===== config.mk =====
export PLATFORM = sky130hd
export DESIGN_NAME = seq_det_multi
export DESIGN_NICKNAME = d
export VERILOG_FILES = /design/src/rtl/seq_det_multi.sv
export SDC_FILE = /design/constraint.sdc
export NUM_CORES = 1
export LEC_CHECK = 0
export BUFFER_PORTS_ARGS = -buffer_cell sky130_fd_sc_hd__buf_2
export CAP_MARGIN = 20
export CORE_AREA = 2 2 130 107
export CTS_CLUSTER_DIAMETER = 60
export DETAILED_ROUTE_END_ITERATION = 8
export DIE_AREA = 0 0 132 109
export PLACE_DENSITY_LB_ADDON = 0.2
export SLEW_MARGIN = 20
export SYNTH_ARGS = -nofsm -noshare
export SYNTH_HDL_FRONTEND = slang
export SYNTH_SLANG_ARGS = --single-unit

===== constraint.sdc =====
create_clock -name clk_i -period 3.1 [get_ports clk_i]
set_input_delay 0.62 -clock clk_i [delete_from_list [all_inputs] [get_ports clk_i]]
set_output_delay 0.62 -clock clk_i [all_outputs]
set_load 0.01 [all_outputs]

===== src/rtl/seq_det_multi.sv =====
// Runtime-programmable multi-channel serial pattern detector; hit counters added by SEQ_DET_MULTI_CNT_EN.
// Latency: detected_o pulses one cycle after the edge that accepts the completing bit.
// Backpressure: none; every valid_i bit is consumed, clr_i flushes the stream state.
module seq_det_multi #(
    parameter int MAX_WIDTH = 8,
    parameter int NUM_PAT   = 4,
    parameter int IDX_W     = (NUM_PAT > 1) ? $clog2(NUM_PAT) : 1,
    parameter int CNT_WIDTH = 8
) (
    input  logic                         clk_i,
    input  logic                         rst_ni,
    input  logic                         valid_i,
    input  logic                         data_i,
    input  logic                         clr_i,
    input  logic                         cfg_we_i,
    input  logic [IDX_W-1:0]             cfg_idx_i,
    input  logic                         cfg_en_i,
    input  logic                         cfg_ovl_i,
    input  logic [$clog2(MAX_WIDTH):0]   cfg_len_i,
    input  logic [MAX_WIDTH-1:0]         cfg_pattern_i,
    input  logic [MAX_WIDTH-1:0]         cfg_mask_i,
`ifdef SEQ_DET_MULTI_CNT_EN
    output logic [NUM_PAT*CNT_WIDTH-1:0] cnt_o,
`endif
    output logic [NUM_PAT-1:0]           detected_o
);

    localparam int LEN_W = $clog2(MAX_WIDTH) + 1;

    if (MAX_WIDTH < 2) begin : g_chk_mw
        $error("MAX_WIDTH must be at least 2");
    end
    if (NUM_PAT < 1) begin : g_chk_np
        $error("NUM_PAT must be at least 1");
    end
    if (CNT_WIDTH < 1) begin : g_chk_cw
        $error("CNT_WIDTH must be at least 1");
    end

    // The oldest history bit is never needed again, so only MAX_WIDTH-1 bits are stored.
    logic [MAX_WIDTH-2:0] hist_q;
    logic [LEN_W-1:0]     fill_q;
    logic [MAX_WIDTH-1:0] hist_next;
    logic [LEN_W-1:0]     fill_next;
    logic                 accept;
    logic [LEN_W-1:0]     cfg_len_clamped;
    logic [NUM_PAT-1:0]   hit;

    assign accept    = valid_i && !clr_i;
    assign hist_next = {hist_q, data_i};
    assign fill_next = (fill_q == LEN_W'(MAX_WIDTH)) ? fill_q : fill_q + LEN_W'(1);
    assign cfg_len_clamped = ((cfg_len_i == '0) || (cfg_len_i > LEN_W'(MAX_WIDTH)))
                             ? LEN_W'(MAX_WIDTH) : cfg_len_i;

    always_ff @(posedge clk_i or negedge rst_ni) begin
        if (!rst_ni) begin
            hist_q <= '0;
            fill_q <= '0;
        end else if (clr_i) begin
            hist_q <= '0;
            fill_q <= '0;
        end else if (valid_i) begin
            hist_q <= hist_next[MAX_WIDTH-2:0];
            fill_q <= fill_next;
        end
    end

    for (genvar k = 0; k < NUM_PAT; k++) begin : g_ch
        logic                 en_q;
        logic                 ovl_q;
        logic [LEN_W-1:0]     len_q;
        logic [LEN_W-1:0]     blk_q;
        logic [MAX_WIDTH-1:0] pat_q;
        logic [MAX_WIDTH-1:0] msk_q;
        logic [MAX_WIDTH-1:0] len_mask;
        logic                 match;
        logic                 wr;

        assign wr       = cfg_we_i && (cfg_idx_i == IDX_W'(k));
        assign len_mask = {MAX_WIDTH{1'b1}} >> (LEN_W'(MAX_WIDTH) - len_q);
        assign match    = en_q && (fill_next >= len_q) &&
                          (((hist_next ^ pat_q) & msk_q & len_mask) == '0);
        assign hit[k]   = accept && match && (ovl_q || (blk_q == '0));

        always_ff @(posedge clk_i or negedge rst_ni) begin
            if (!rst_ni) begin
                en_q  <= 1'b0;
                ovl_q <= 1'b1;
                len_q <= LEN_W'(MAX_WIDTH);
                pat_q <= '0;
                msk_q <= '1;
            end else if (wr) begin
                en_q  <= cfg_en_i;
                ovl_q <= cfg_ovl_i;
                len_q <= cfg_len_clamped;
                pat_q <= cfg_pattern_i;
                msk_q <= cfg_mask_i;
            end
        end

        // Non-overlap blocking: after a hit, the next len-1 accepted bits cannot complete a match.
        always_ff @(posedge clk_i or negedge rst_ni) begin
            if (!rst_ni) begin
                blk_q <= '0;
            end else if (clr_i || wr) begin
                blk_q <= '0;
            end else if (accept) begin
                if (hit[k] && !ovl_q) begin
                    blk_q <= len_q - LEN_W'(1);
                end else if (blk_q != '0) begin
                    blk_q <= blk_q - LEN_W'(1);
                end
            end
        end

`ifdef SEQ_DET_MULTI_CNT_EN
        logic [CNT_WIDTH-1:0] cnt_q;

        always_ff @(posedge clk_i or negedge rst_ni) begin
            if (!rst_ni) begin
                cnt_q <= '0;
            end else if (clr_i || wr) begin
                cnt_q <= '0;
            end else if (hit[k] && (cnt_q != '1)) begin
                cnt_q <= cnt_q + CNT_WIDTH'(1);
            end
        end

        assign cnt_o[k*CNT_WIDTH +: CNT_WIDTH] = cnt_q;
`endif
    end

    always_ff @(posedge clk_i or negedge rst_ni) begin
        if (!rst_ni) begin
            detected_o <= '0;
        end else begin
            detected_o <= hit;
        end
    end

endmodule

# After elaboration in Yosys (flattened, before gate mapping)
# Cells that the tools add are included.
word_totals:
  ff_bits: 119
  inputBits: 30
classes:
  n_eq_ne: 4
  reduce_logical: 66
  n_bitwise: 12
  n_addsub: 13
  order_cmp: 5
  n_mux: 22
  n_shift: 4
op_table:
  columns: ["cell", "n"]
  rows:
  - ["$mux 4", 20]
  - ["$and 8x8->8", 8]
  - ["$logic_not 8->1", 4]
  - ["$shr 8x4->8 const A", 4]
  - ["$sub 4x1->4 const B", 8]
  - ["$xor 8x8->8", 4]
  - ["$logic_and 1x1->1", 25]
  - ["$logic_not 4->1", 5]
  - ["$ge 4x4->1", 4]
  - ["$reduce_bool 4->1", 4]
  - ["$sub 4x4->4 const A", 4]
  - ["$mux 7", 2]
  - ["$reduce_bool 3->1", 4]
  - ["$reduce_bool 2->1", 5]
  - ["$logic_or 1x1->1", 9]
  - ["$reduce_and 2->1", 4]
  - ["$logic_not 1->1", 5]
  - ["$add 4x1->4 const B", 1]
  - ["$eq 2x2->1 const B", 2]
  - ["$eq 4x4->1 const B", 1]
  - ["$gt 4x4->1 const B", 1]
  - ["$eq 2x1->1 const B", 1]
  - ["$logic_not 2->1", 1]

# Depth between registers and ports, before layout
depth:
  ltp_word: 11
  depth_mapped: 18
  depth_no_buf: 18

# Worst setup path after synthesis
# OpenSTA, ideal clock, no wires.
synth_timing:
  kind: "register to register"
  startpoint: "reg fill_q[0]"
  endpoint: "reg g_ch[0].blk_q[2]"
  synth_period_minus_slack_ns: 3.205
  n_path_buf: 0
  setup_ns: 0.111
  path_stages_with_launch: 17
  arrival_ns: 3.093
  required_time_ns: 2.989
  path_slack_ns: -0.105
  path_cell_list: "dfrtp_1 -> inv_1 -> ha_1 -> nand2_1 -> nor2_1 -> xnor2_1 -> ha_1 -> nand2b_1 -> a21o_1 -> a21o_1 -> a21o_1 -> and3_4 -> a21oi_1 -> ha_1 -> inv_1 -> or3_1 -> a2111oi_2"
synth_between:
  elab_chain_cells: 11
  word_cells_on_any_way: 14
  classes_between: "add/sub (1); order compare (1); eq/ne (1); mux (4); reduce/logical (7)"
synth_rtl:
  columns: ["element", "line", "source"]
  rows:
  - ["start, declared", "42", "logic [LEN_W-1:0] fill_q;"]
  - ["start signal, assigned", "64", "fill_q <= fill_next;"]
  - ["$add 4x1->4 or $eq 4x4->1 (tied branches)", "51", "assign fill_next = (fill_q == LEN_W'(MAX_WIDTH)) ? fill_q : fill_q + LEN_W'(1);"]
  - ["$mux 4 *", "51", null]
  - ["$ge 4x4->1 *", "81", "assign match = en_q && (fill_next >= len_q) &&"]
  - ["$logic_and 1x1->1 * (2 in series)", "81", null]
  - ["$logic_and 1x1->1 * (2 in series)", "83", "assign hit[k] = accept && match && (ovl_q || (blk_q == '0));"]
  - ["$logic_and 1x1->1 *", "108", "if (hit[k] && !ovl_q) begin"]
  - ["$mux 4", "108", null]
  - ["$mux 4", "107", "end else if (accept) begin"]
  - ["$mux 4", "105", "end else if (clr_i || wr) begin"]
  - ["end signal, assigned", "109", "blk_q <= len_q - LEN_W'(1);"]
  - ["end signal, assigned", "111", "blk_q <= blk_q - LEN_W'(1);"]
  - ["end, declared", "72", "logic [LEN_W-1:0] blk_q;"]
# Mark *: on every way between the ends. The rest lies on a longest branch, timed or not. The select of a mux whose other input is x is not followed.
# A chain may end at the register's enable or synchronous reset.

# Final worst setup path
# Same ends and word-level chain as after synthesis.

==> impl_metrics.toml <==
[timing]
finalWorstSetupSlack_ns = -0.0197
period_share_pct = 101
hold_viol = 0
setup_viol = 1
max_freq_ghz = 0.321
slew_headroom_pct = 46.9
skew_ns = 0.0111
finalCriticalPeriod_ns = 3.12
drv_slew = 0
rsz0062_at_grt = "yes"
tightest_slew_ns = 0.796

[clocking]
htreeDepth = 4
cts_buffer_depth = 2
cts_num_sinks = 119
cts_buffers = 17
cts-root-buf = "clkbuf_16"
clk_pin_slew_worst_paths_ns = 0.06
cts_tree = "built"
clk_latency_ns = 0.43

[grt]
grt_first_pass_wirelength_um = 26400
grt-ovfl-total = 0
antenna_found_initial = 0
grt_max_degree = 61
grt_pass1_vias = 4902
grt_use_total_pct = 24.3

[synth]
dominantRegCellSynth = "dfrtp_1"
synth_seq_cells = 119
yosys.cell_types.count = 51
yosys.area.top_type = "dfrtp_1"
synthCells = 622
yosysTopAreaCellShare_pct = 30.8
avgSynthCellArea_sq_um = 10.3
synth_fp_nets = 686
ys_seq_area_share_pct = 47.1
synth_area_sq_mm = 0.00642
ys_async_sr_fraction_pct = 100
yosysWarnings = 0
synthTopCellsByArea = "dfrtp_1, dfstp_2, mux2_2, ha_1, nand2_1"
synth_edf_count = 0

[critical_path]
worstRegToRegCells = 16
path_class = "flop to flop"
worstSetupEndpoint = "g_ch[0].blk_q[2]"
r2r-end = "g_ch[0].blk_q[2]"
crit_fanout = 4
cp-start-kind = "flop"
r2r-start = "fill_q[0]"
critPathArrivalTime_ns = 3.44
cp-end-kind = "flop"
crit_start = "fill_q[0]"
reg2reg_slack_ns = -0.02
critical_path_required_ns = 3.42

[placed_design]
placedCellCount = 837
port_buffers = 33
gp_congestion = 0.937
dp_worst_setup_slack_ns = -0.169
post-dp-hpwl_um = 11600

[pwr]
vdd_ir_drop_max_mv = 0.468
p_leak_uw = 0.00356
powerDensity_mw_per_mm2 = 700

[job]
maxCapViolCount = 0

[routing]
routed-via-count = 4912
wl_met3_um = 836
via_per_inst = 5.62
drt_iter0_markers = 301
drtAntennaViolNets = 0
wl_per_cell_um = 18.9
highest_layer = "met4"
wirelength_um = 16500
wl_met1_um = 7740
drt_pass1_iterations = 7
dr_wl_met2_um = 7640
drc = 0

[cells_and_area]
multiInputGateArea_sq_mm = 0.00337
fillCellCount = 1103
drive_gt1_share_pct = 34.6
layout_commonest_cell = "nand2_1"
postLayoutCoreUtil_pct = 58.9
area_delta_synth_final_pct = 20.7
antennaDiodeCount = 0
final_cell_mix = "nand2_1, dfrtp_1, mux2_2, dfstp_2, inv_1"
final_nets = 745
finalNonFillerCells = 874
seq_area_sq_mm = 0.00303

[run_status]
failed_checks = "negative setup slack"
status = "finished, violations left"

[floorplanning]
initial_core_util_pct = 48.8
die-area_sq_mm = 0.0144
die_h_um = 109
ioPinCount = 34
rows = 38
die_width_um = 132
core-area_sq_mm = 0.0132

[worst_hold_path]
hold_path_class = "primary input to async pin"
metrics by stage:
step,power (uW),setup TNS [ns],hold WS (ns),instance area (sq um)
floorplan,3050,0,0.324,6460
global placement,3430,-0.0720,0.449,6990
detailed placement,3480,-0.676,0.451,6990
CTS,5350,-0.0263,0.311,7590
global route,5730,-0.325,0.347,7750
finish,5430,-0.0197,0.291,7750
metal layers:
layer / GRT usage, % / up-vias
met1: 33.9 / 2480
met4: 9.70 / 0
li1: - / 2287
met5: 0 / -
met2: 37.3 / 124
met3: 5.25 / 21
cell families (layout without fill, tap and decap cells):
| kind of cell | after synthesis | count (layout) | synth area share, % |
|---|---|---|---|
| buffers and inverters | 66 | 138 | 3.88 |
| and+or+nand+nor | 179 | 179 | 13.4 |
| adders and majority gates | 34 | 34 | 6.62 |
| muxes | 63 | 63 | 10.9 |
| xor gates and xnor gates | 44 | 44 | 6.12 |
| DFF | 119 | 119 | 47.1 |
| AOI/OAI and AO/OA | 117 | 117 | 11.9 |
sequential cells by signal, summed over array words and instances (netlist names):
name	cells
fill_q	4
g_ch.en_q	4
g_ch.msk_q	32
hist_q	7
detected_o	4
g_ch.ovl_q	4
g_ch.blk_q	16
g_ch.len_q	16
g_ch.pat_q	32
power breakdown:
group / switching (uW) / total, uW / internal [uW]
combinational: 801 / 1520 / 717
sequential: 202 / 2080 / 1880
clock: 795 / 1830 / 1030
area by class of cell:
| type | instances | share of cell area [%] |
|---|---|---|
| Clock buffer | 17 | 5.49 |
| Timing Repair Buffer | 66 | 5.68 |
| Multi-Input combinational cell | 437 | 43.4 |
| Sequential cell | 119 | 39.1 |
| Clock inverter | 15 | 1.52 |
| Inverter | 40 | 1.94 |
| Tap cell | 180 | 2.91 |
synth_stat cells (12+ instances only):
library cell,n
xor2_1,33
a21oi_1,26
o21ai_0,29
a21o_1,12
inv_1,40
clkbuf_1,23
nand3_1,16
ha_1,34
mux2_2,54
nor2_1,23
nand2_1,85
dfstp_2,40
dfrtp_1,79
how the worst min path moves through the flow:
stage / slack (ns) / end / from / cells past startpoint
floorplan: 0.32 / detected_o[0] / rst_ni / 0
global placement: 0.45 / g_ch[0].msk_q[5] / g_ch[0].msk_q[5] / 2
detailed placement: 0.45 / g_ch[0].msk_q[5] / g_ch[0].msk_q[5] / 2
CTS: 0.31 / g_ch[1].pat_q[2] / rst_ni / 1
global route: 0.35 / g_ch[1].pat_q[2] / rst_ni / 1
finish: 0.29 / g_ch[2].pat_q[0] / rst_ni / 1
timing repair:
| item | in CTS | in global routing |
|---|---|---|
| setup buffers | 3 | 2 |
| endpoints found under the setup margin | 6 | 7 |
| gates resized for setup | 12 | 22 |
| cloned | 0 | 0 |
| pin swaps | 12 | 29 |
| hold buffers | 0 | 0 |
worst max-delay path, stage by stage, from the launching register on:
cell       delay, ns
dfrtp_1         0.39
inv_2           0.08
ha_4            0.13
nand2_4         0.06
nor2_4          0.13
xnor2_2         0.15
ha_1            0.27
nand2b_4        0.14
a21o_1          0.14
a21o_1          0.14
a21o_1          0.18
and3_4          0.16
a21oi_2         0.13
ha_2            0.20
inv_2           0.04
or3_4           0.33
a2111oi_4       0.33
Power figures use the tool's default switching activity.
